### src/rtl/dfe_axil_master_arbiter.sv
// Two-requester AXI4-Lite master arbiter for the DataFreqExt register port.
// Round-robin grant in IDLE, one outstanding AXI4-Lite transaction at a time,
// single-cycle response pulse back to the owner, saturating error counter.
//
// state     | meaning
// ----------+-----------------------------------------------------------
// S_IDLE    | waiting for a request; req_ready driven combinationally
// S_WR      | AWVALID/WVALID up, each dropped on its own handshake
// S_WR_RESP | BREADY up, waiting for BVALID
// S_RD_ADDR | ARVALID up, waiting for ARREADY
// S_RD_DATA | RREADY up, waiting for RVALID
// S_RSP     | rsp_valid pulse to the owning requester, then back to idle
module dfe_axil_master_arbiter #(
  parameter int ADDR_WIDTH    = 32,
  parameter int DATA_WIDTH    = 32,
  parameter int ERR_CNT_WIDTH = 16
) (
  input  logic                        ACLK,
  input  logic                        ARESET,
  input  logic [1:0]                  req_valid,
  output logic [1:0]                  req_ready,
  input  logic [1:0]                  req_write,
  input  logic [2*ADDR_WIDTH-1:0]     req_addr,
  input  logic [2*DATA_WIDTH-1:0]     req_wdata,
  input  logic [2*DATA_WIDTH/8-1:0]   req_wstrb,
  output logic [1:0]                  rsp_valid,
  output logic [DATA_WIDTH-1:0]       rsp_data,
  output logic [1:0]                  rsp_resp,
  output logic [ERR_CNT_WIDTH-1:0]    err_count,
  output logic [ADDR_WIDTH-1:0]       M_AXI_AWADDR,
  output logic [2:0]                  M_AXI_AWPROT,
  output logic                        M_AXI_AWVALID,
  input  logic                        M_AXI_AWREADY,
  output logic [DATA_WIDTH-1:0]       M_AXI_WDATA,
  output logic [DATA_WIDTH/8-1:0]     M_AXI_WSTRB,
  output logic                        M_AXI_WVALID,
  input  logic                        M_AXI_WREADY,
  input  logic [1:0]                  M_AXI_BRESP,
  input  logic                        M_AXI_BVALID,
  output logic                        M_AXI_BREADY,
  output logic [ADDR_WIDTH-1:0]       M_AXI_ARADDR,
  output logic [2:0]                  M_AXI_ARPROT,
  output logic                        M_AXI_ARVALID,
  input  logic                        M_AXI_ARREADY,
  input  logic [DATA_WIDTH-1:0]       M_AXI_RDATA,
  input  logic [1:0]                  M_AXI_RRESP,
  input  logic                        M_AXI_RVALID,
  output logic                        M_AXI_RREADY
);

  localparam int STRB_WIDTH = DATA_WIDTH / 8;

  typedef enum logic [2:0] {
    S_IDLE, S_WR, S_WR_RESP, S_RD_ADDR, S_RD_DATA, S_RSP
  } state_t;

  state_t                   state_q, state_d;
  logic                     last_q, last_d;
  logic                     gnt_q, gnt_d;
  logic [ADDR_WIDTH-1:0]    addr_q, addr_d;
  logic [DATA_WIDTH-1:0]    wdata_q, wdata_d;
  logic [STRB_WIDTH-1:0]    wstrb_q, wstrb_d;
  logic                     awvalid_q, awvalid_d;
  logic                     wvalid_q, wvalid_d;
  logic                     bready_q, bready_d;
  logic                     arvalid_q, arvalid_d;
  logic                     rready_q, rready_d;
  logic [1:0]               rsp_valid_q, rsp_valid_d;
  logic [DATA_WIDTH-1:0]    rsp_data_q, rsp_data_d;
  logic [1:0]               rsp_resp_q, rsp_resp_d;
  logic [ERR_CNT_WIDTH-1:0] err_q, err_d;
  logic                     sel;
  logic                     any_req;

  // Next-state, arbitration and AXI channel sequencing.
  always_comb begin
    state_d     = state_q;
    last_d      = last_q;
    gnt_d       = gnt_q;
    addr_d      = addr_q;
    wdata_d     = wdata_q;
    wstrb_d     = wstrb_q;
    awvalid_d   = awvalid_q;
    wvalid_d    = wvalid_q;
    bready_d    = bready_q;
    arvalid_d   = arvalid_q;
    rready_d    = rready_q;
    rsp_valid_d = 2'b00;
    rsp_data_d  = rsp_data_q;
    rsp_resp_d  = rsp_resp_q;
    err_d       = err_q;
    req_ready   = 2'b00;
    any_req     = |req_valid;
    // On a conflict the requester that did not win last time gets the grant.
    sel         = (req_valid == 2'b11) ? ~last_q : req_valid[1];

    case (state_q)
      S_IDLE: begin
        if (any_req) begin
          req_ready = sel ? 2'b10 : 2'b01;
          gnt_d     = sel;
          last_d    = sel;
          addr_d    = sel ? req_addr[2*ADDR_WIDTH-1:ADDR_WIDTH] : req_addr[ADDR_WIDTH-1:0];
          wdata_d   = sel ? req_wdata[2*DATA_WIDTH-1:DATA_WIDTH] : req_wdata[DATA_WIDTH-1:0];
          wstrb_d   = sel ? req_wstrb[2*STRB_WIDTH-1:STRB_WIDTH] : req_wstrb[STRB_WIDTH-1:0];
          if (req_write[sel]) begin
            awvalid_d = 1'b1;
            wvalid_d  = 1'b1;
            state_d   = S_WR;
          end else begin
            arvalid_d = 1'b1;
            state_d   = S_RD_ADDR;
          end
        end
      end
      S_WR: begin
        if (M_AXI_AWREADY) awvalid_d = 1'b0;
        if (M_AXI_WREADY)  wvalid_d  = 1'b0;
        if (!awvalid_d && !wvalid_d) begin
          bready_d = 1'b1;
          state_d  = S_WR_RESP;
        end
      end
      S_WR_RESP: begin
        if (M_AXI_BVALID) begin
          bready_d    = 1'b0;
          rsp_data_d  = '0;
          rsp_resp_d  = M_AXI_BRESP;
          rsp_valid_d = gnt_q ? 2'b10 : 2'b01;
          state_d     = S_RSP;
        end
      end
      S_RD_ADDR: begin
        if (M_AXI_ARREADY) begin
          arvalid_d = 1'b0;
          rready_d  = 1'b1;
          state_d   = S_RD_DATA;
        end
      end
      S_RD_DATA: begin
        if (M_AXI_RVALID) begin
          rready_d    = 1'b0;
          rsp_data_d  = M_AXI_RDATA;
          rsp_resp_d  = M_AXI_RRESP;
          rsp_valid_d = gnt_q ? 2'b10 : 2'b01;
          state_d     = S_RSP;
        end
      end
      S_RSP: begin
        state_d = S_IDLE;
      end
      default: begin
        state_d = S_IDLE;
      end
    endcase

    // Counted in the same edge the response is latched, so it is visible with rsp_valid.
    if ((rsp_valid_d != 2'b00) && (rsp_resp_d != 2'b00) && (err_q != '1))
      err_d = err_q + {{(ERR_CNT_WIDTH-1){1'b0}}, 1'b1};
  end

  // State and registered outputs; reset discards any in-flight transaction.
  always_ff @(posedge ACLK) begin
    if (ARESET) begin
      state_q     <= S_IDLE;
      last_q      <= 1'b1;
      gnt_q       <= 1'b0;
      addr_q      <= '0;
      wdata_q     <= '0;
      wstrb_q     <= '0;
      awvalid_q   <= 1'b0;
      wvalid_q    <= 1'b0;
      bready_q    <= 1'b0;
      arvalid_q   <= 1'b0;
      rready_q    <= 1'b0;
      rsp_valid_q <= 2'b00;
      rsp_data_q  <= '0;
      rsp_resp_q  <= 2'b00;
      err_q       <= '0;
    end else begin
      state_q     <= state_d;
      last_q      <= last_d;
      gnt_q       <= gnt_d;
      addr_q      <= addr_d;
      wdata_q     <= wdata_d;
      wstrb_q     <= wstrb_d;
      awvalid_q   <= awvalid_d;
      wvalid_q    <= wvalid_d;
      bready_q    <= bready_d;
      arvalid_q   <= arvalid_d;
      rready_q    <= rready_d;
      rsp_valid_q <= rsp_valid_d;
      rsp_data_q  <= rsp_data_d;
      rsp_resp_q  <= rsp_resp_d;
      err_q       <= err_d;
    end
  end

  assign M_AXI_AWADDR  = addr_q;
  assign M_AXI_AWPROT  = 3'b000;
  assign M_AXI_AWVALID = awvalid_q;
  assign M_AXI_WDATA   = wdata_q;
  assign M_AXI_WSTRB   = wstrb_q;
  assign M_AXI_WVALID  = wvalid_q;
  assign M_AXI_BREADY  = bready_q;
  assign M_AXI_ARADDR  = addr_q;
  assign M_AXI_ARPROT  = 3'b000;
  assign M_AXI_ARVALID = arvalid_q;
  assign M_AXI_RREADY  = rready_q;
  assign rsp_valid     = rsp_valid_q;
  assign rsp_data      = rsp_data_q;
  assign rsp_resp      = rsp_resp_q;
  assign err_count     = err_q;

endmodule

### config.mk
export PLATFORM = sky130hd
export DESIGN_NAME = dfe_axil_master_arbiter
export DESIGN_NICKNAME = d
export VERILOG_FILES = /design/src/rtl/dfe_axil_master_arbiter.sv
export SDC_FILE = /design/constraint.sdc
export NUM_CORES = 1
export LEC_CHECK = 0
export BUFFER_PORTS_ARGS = -buffer_cell sky130_fd_sc_hd__buf_2
export CELL_PAD_IN_SITES_DETAIL_PLACEMENT = 1
export CELL_PAD_IN_SITES_GLOBAL_PLACEMENT = 1
export CORE_MARGIN = 3
export CORE_UTILIZATION = 31
export CTS_CLUSTER_DIAMETER = 80
export DETAILED_ROUTE_END_ITERATION = 10
export PLACE_DENSITY_LB_ADDON = 0.1
export SYNTH_ARGS = -nofsm -noshare
export SYNTH_HDL_FRONTEND = slang
export SYNTH_SLANG_ARGS = --single-unit
### constraint.sdc
create_clock -name ACLK -period 3 [get_ports ACLK]
set_input_delay 0.9 -clock ACLK [delete_from_list [all_inputs] [get_ports ACLK]]
set_output_delay 0.9 -clock ACLK [all_outputs]
set_load 0.1 [all_outputs]
==> metrics.csv <==
metric;value;unit
result of the run;finished clean;
worst min-delay path class;reg2reg;
Root Buffer Master;sky130_fd_sc_hd__clkbuf_16;
fill count;2304;
WP data arrival;1970;ps
share of flip-flops with an asynchronous set or reset after synthesis;0;%
Clock Skew;8.44;ps
sum of negative setup slack;0;ps
DRC Markers;0;
commonest non-fill, non-tap cell in the layout;sky130_fd_sc_hd__buf_2;
overall power;11.4;mW
max_cap viols;0;
layout net count;1152;
count of state elements after synthesis;130;
number of port buffers;341;
antenna violations before repair;0;
number of I/O pins;348;
number of DRC markers in iteration 0;188;
routed wire length per instance;16.7;um
Mean Syn Cell Area;8.85;um^2
sum of net half-perimeters after detailed placement;15.6;mm
grt total ovfl;0;
worst hold path cell count;2;
type of origin of the critical path;flip-flop;
Hold Violations, Final;0;
maximum number of pins on one net before global-route repair;55;
final wirelength;20.7;mm
H-tree Lvls;4;
sequential cell area fraction in the yosys report;43.7;%
CP Max Fanout;11;
Cell Count Post-Placement;1209;
Via density;4.82;
dominant register cell in the synthesized netlist;sky130_fd_sc_hd__dfxtp_1;
clock slew at the register clock pins of the worst setup and hold paths;60;ps
area of the mapped netlist;5960;um^2
Yosys Warn Count;0;
width of the die;145;um
Worst Hold Slack;446;ps
vertical extent of the die;145;um
number of buffers inserted by post-CTS setup repair;0;
worst-case vdd ir drop;0.000842;V
commonest cells after routing, fill and taps aside;sky130_fd_sc_hd__buf_2, sky130_fd_sc_hd__dfxtp_1, sky130_fd_sc_hd__nor2_1;
required time of the critical path;2100;ps
actual slew at the worst max-slew pin;672;ps
cell row count;50;
final estimated routing congestion in global placement;0.786;
vias in the first global route;5950;
Starting Density;31.7;%
area growth from synthesis to layout;41.1;%
Max Clock Freq;349;MHz
full die area;20900;um^2
length in cells of the worst reg-to-reg path;6;
fin. max-slew vios;0;
post-route antenna net violation count;0;
number of gates resized after cts;1;
clock tree from TritonCTS;built;
power density over the cells;1350;nW/um^2
leakage power total;3.86;nW
clock tree sinks;130;
gate count of the mapped netlist;674;
first-pass GRT wire length;31.4;mm
final-report setup violation count;0;
number of enable-type register cells in the synthesized netlist;0;
critical path class;reg2out;
GRT Total Usage;19.0;%
clk buf depth;2;
share of layout cells above drive strength 1;41.6;%
total via count in the routed design;5979;
clock period minus final worst setup slack;2870;ps
core area;18800;um^2
Critical Path End Type;primary output;
clock latency on the worst-skew pair;410;ps
pre-CTS setup slack;223;ps
clock buffer count from CTS;17;
worst path setup slack after routing;133;ps
number of hold buffers added after cts;0;
detailed-router iteration count before antenna repair;4;
count of placed standard cells in the final layout, fillers left out;1241;
Relative slew margins;55.2;%
final clock period utilization by the worst path;95.6;%
Netlist cell types;52;
setup repair after global routing missed its margin;false;
count of antenna diodes in the layout;0;
-- layout make-up --
type | instances | area, um^2 | share of cell area [%]
clock buffer | 17 | 425 | 5.06
clock inverter | 15 | 205 | 2.44
inverter | 6 | 22.5 | 0.268
multi-input combinational | 452 | 2890 | 34.4
sequential | 130 | 2600 | 30.9
tap | 260 | 325 | 3.87
timing repair buffer | 361 | 1940 | 23.1
-- stage by stage --
step	util (%)	instance area, um^2
after floorplan	-	5990
after global placement	41.3	7780
after detailed placement	41.3	7780
after CTS	44.7	8410
after global routing	44.7	8410
final	44.7	8410
-- per-layer routing --
metal	wire length, um	GRT usage, %	vias to the layer above
met3	1550	6.84	13
met4	167	4.32	0
met2	10800	34.5	181
met5	0	0	-
met1	8240	21.3	2802
li1	-	-	2983
-- synth_stat cells (2+ instances only) --
cell type	number	area, um^2
sky130_fd_sc_hd__nor4_2	3	37.5
sky130_fd_sc_hd__nor2_1	80	300
sky130_fd_sc_hd__buf_2	8	40.0
sky130_fd_sc_hd__nor2b_1	9	56.3
sky130_fd_sc_hd__buf_1	9	33.8
sky130_fd_sc_hd__dfxtp_1	130	2600
sky130_fd_sc_hd__buf_4	39	293
sky130_fd_sc_hd__a21o_1	3	22.5
sky130_fd_sc_hd__a31oi_1	5	31.3
sky130_fd_sc_hd__a211oi_1	61	458
sky130_fd_sc_hd__nand2_1	52	195
sky130_fd_sc_hd__mux2_1	5	56.3
sky130_fd_sc_hd__or3_1	3	18.8
sky130_fd_sc_hd__nand4_1	7	43.8
sky130_fd_sc_hd__inv_1	5	18.8
sky130_fd_sc_hd__nand2b_1	2	12.5
sky130_fd_sc_hd__or4_1	9	67.6
sky130_fd_sc_hd__and4_1	2	17.5
sky130_fd_sc_hd__nand3b_1	2	15.0
sky130_fd_sc_hd__a21oi_1	50	250
sky130_fd_sc_hd__mux2i_1	59	591
sky130_fd_sc_hd__mux2_2	2	22.5
sky130_fd_sc_hd__buf_6	2	22.5
sky130_fd_sc_hd__nor3_1	3	15.0
sky130_fd_sc_hd__o31ai_1	8	60.1
sky130_fd_sc_hd__nor3b_1	3	22.5
sky130_fd_sc_hd__a222oi_1	9	90.1
sky130_fd_sc_hd__clkbuf_1	33	124
sky130_fd_sc_hd__o21ai_0	7	35.0
sky130_fd_sc_hd__nand3_1	42	210
-- where the power goes --
part,internal (mW),switching (mW)
clock network,1.40,0.820
logic,1.17,5.50
registers,2.15,0.299
-- worst max-delay path, cell delays in order (launching register included) --
cell                      delay (ps)
sky130_fd_sc_hd__dfxtp_1         440
sky130_fd_sc_hd__nor3_4          350
sky130_fd_sc_hd__o21ai_0         250
sky130_fd_sc_hd__nor2_4          290
sky130_fd_sc_hd__buf_12          220
-- state kept, by name (all words and copies together) (netlist names) --
signal and flops:
M_AXI_AWVALID 1, M_AXI_ARVALID 1, last_q 1, M_AXI_WDATA 32
M_AXI_BREADY 1, gnt_q 1, err_count 16, state_q 3
rsp_resp 2, M_AXI_WSTRB 4, rsp_valid 2, M_AXI_RREADY 1
M_AXI_ARADDR 32, M_AXI_WVALID 1, rsp_data 32
-- path summary, 6_finish.rpt --
| path | slack (ps) | end | startpoint |
|---|---|---|---|
| max reg2reg | 620 | err_count[15]$_SDFFE_PP0P_ | state_q[1]$_SDFFE_PP0P_ |
| min | 450 | rsp_data[20]$_SDFFE_PP0P_ | rsp_data[20]$_SDFFE_PP0P_ |
| max | 130 | req_ready[0] | state_q[1]$_SDFFE_PP0P_ |
| min reg2reg | 450 | rsp_data[20]$_SDFFE_PP0P_ | rsp_data[20]$_SDFFE_PP0P_ |
-- kinds of logic (layout without fill, tap and decap cells) --
family	Yosys count	count (layout)	synth area share, %
and+or+nand+nor	227	227	18.6
DFF	130	130	43.7
buffers and inverters	97	399	8.98
adders and majority gates	1	1	0.210
AOI/OAI and AO/OA	152	152	17.3
muxes	66	66	11.2
other	1	6	0.0629
Note: power is estimated with default switching activity, not from simulation.
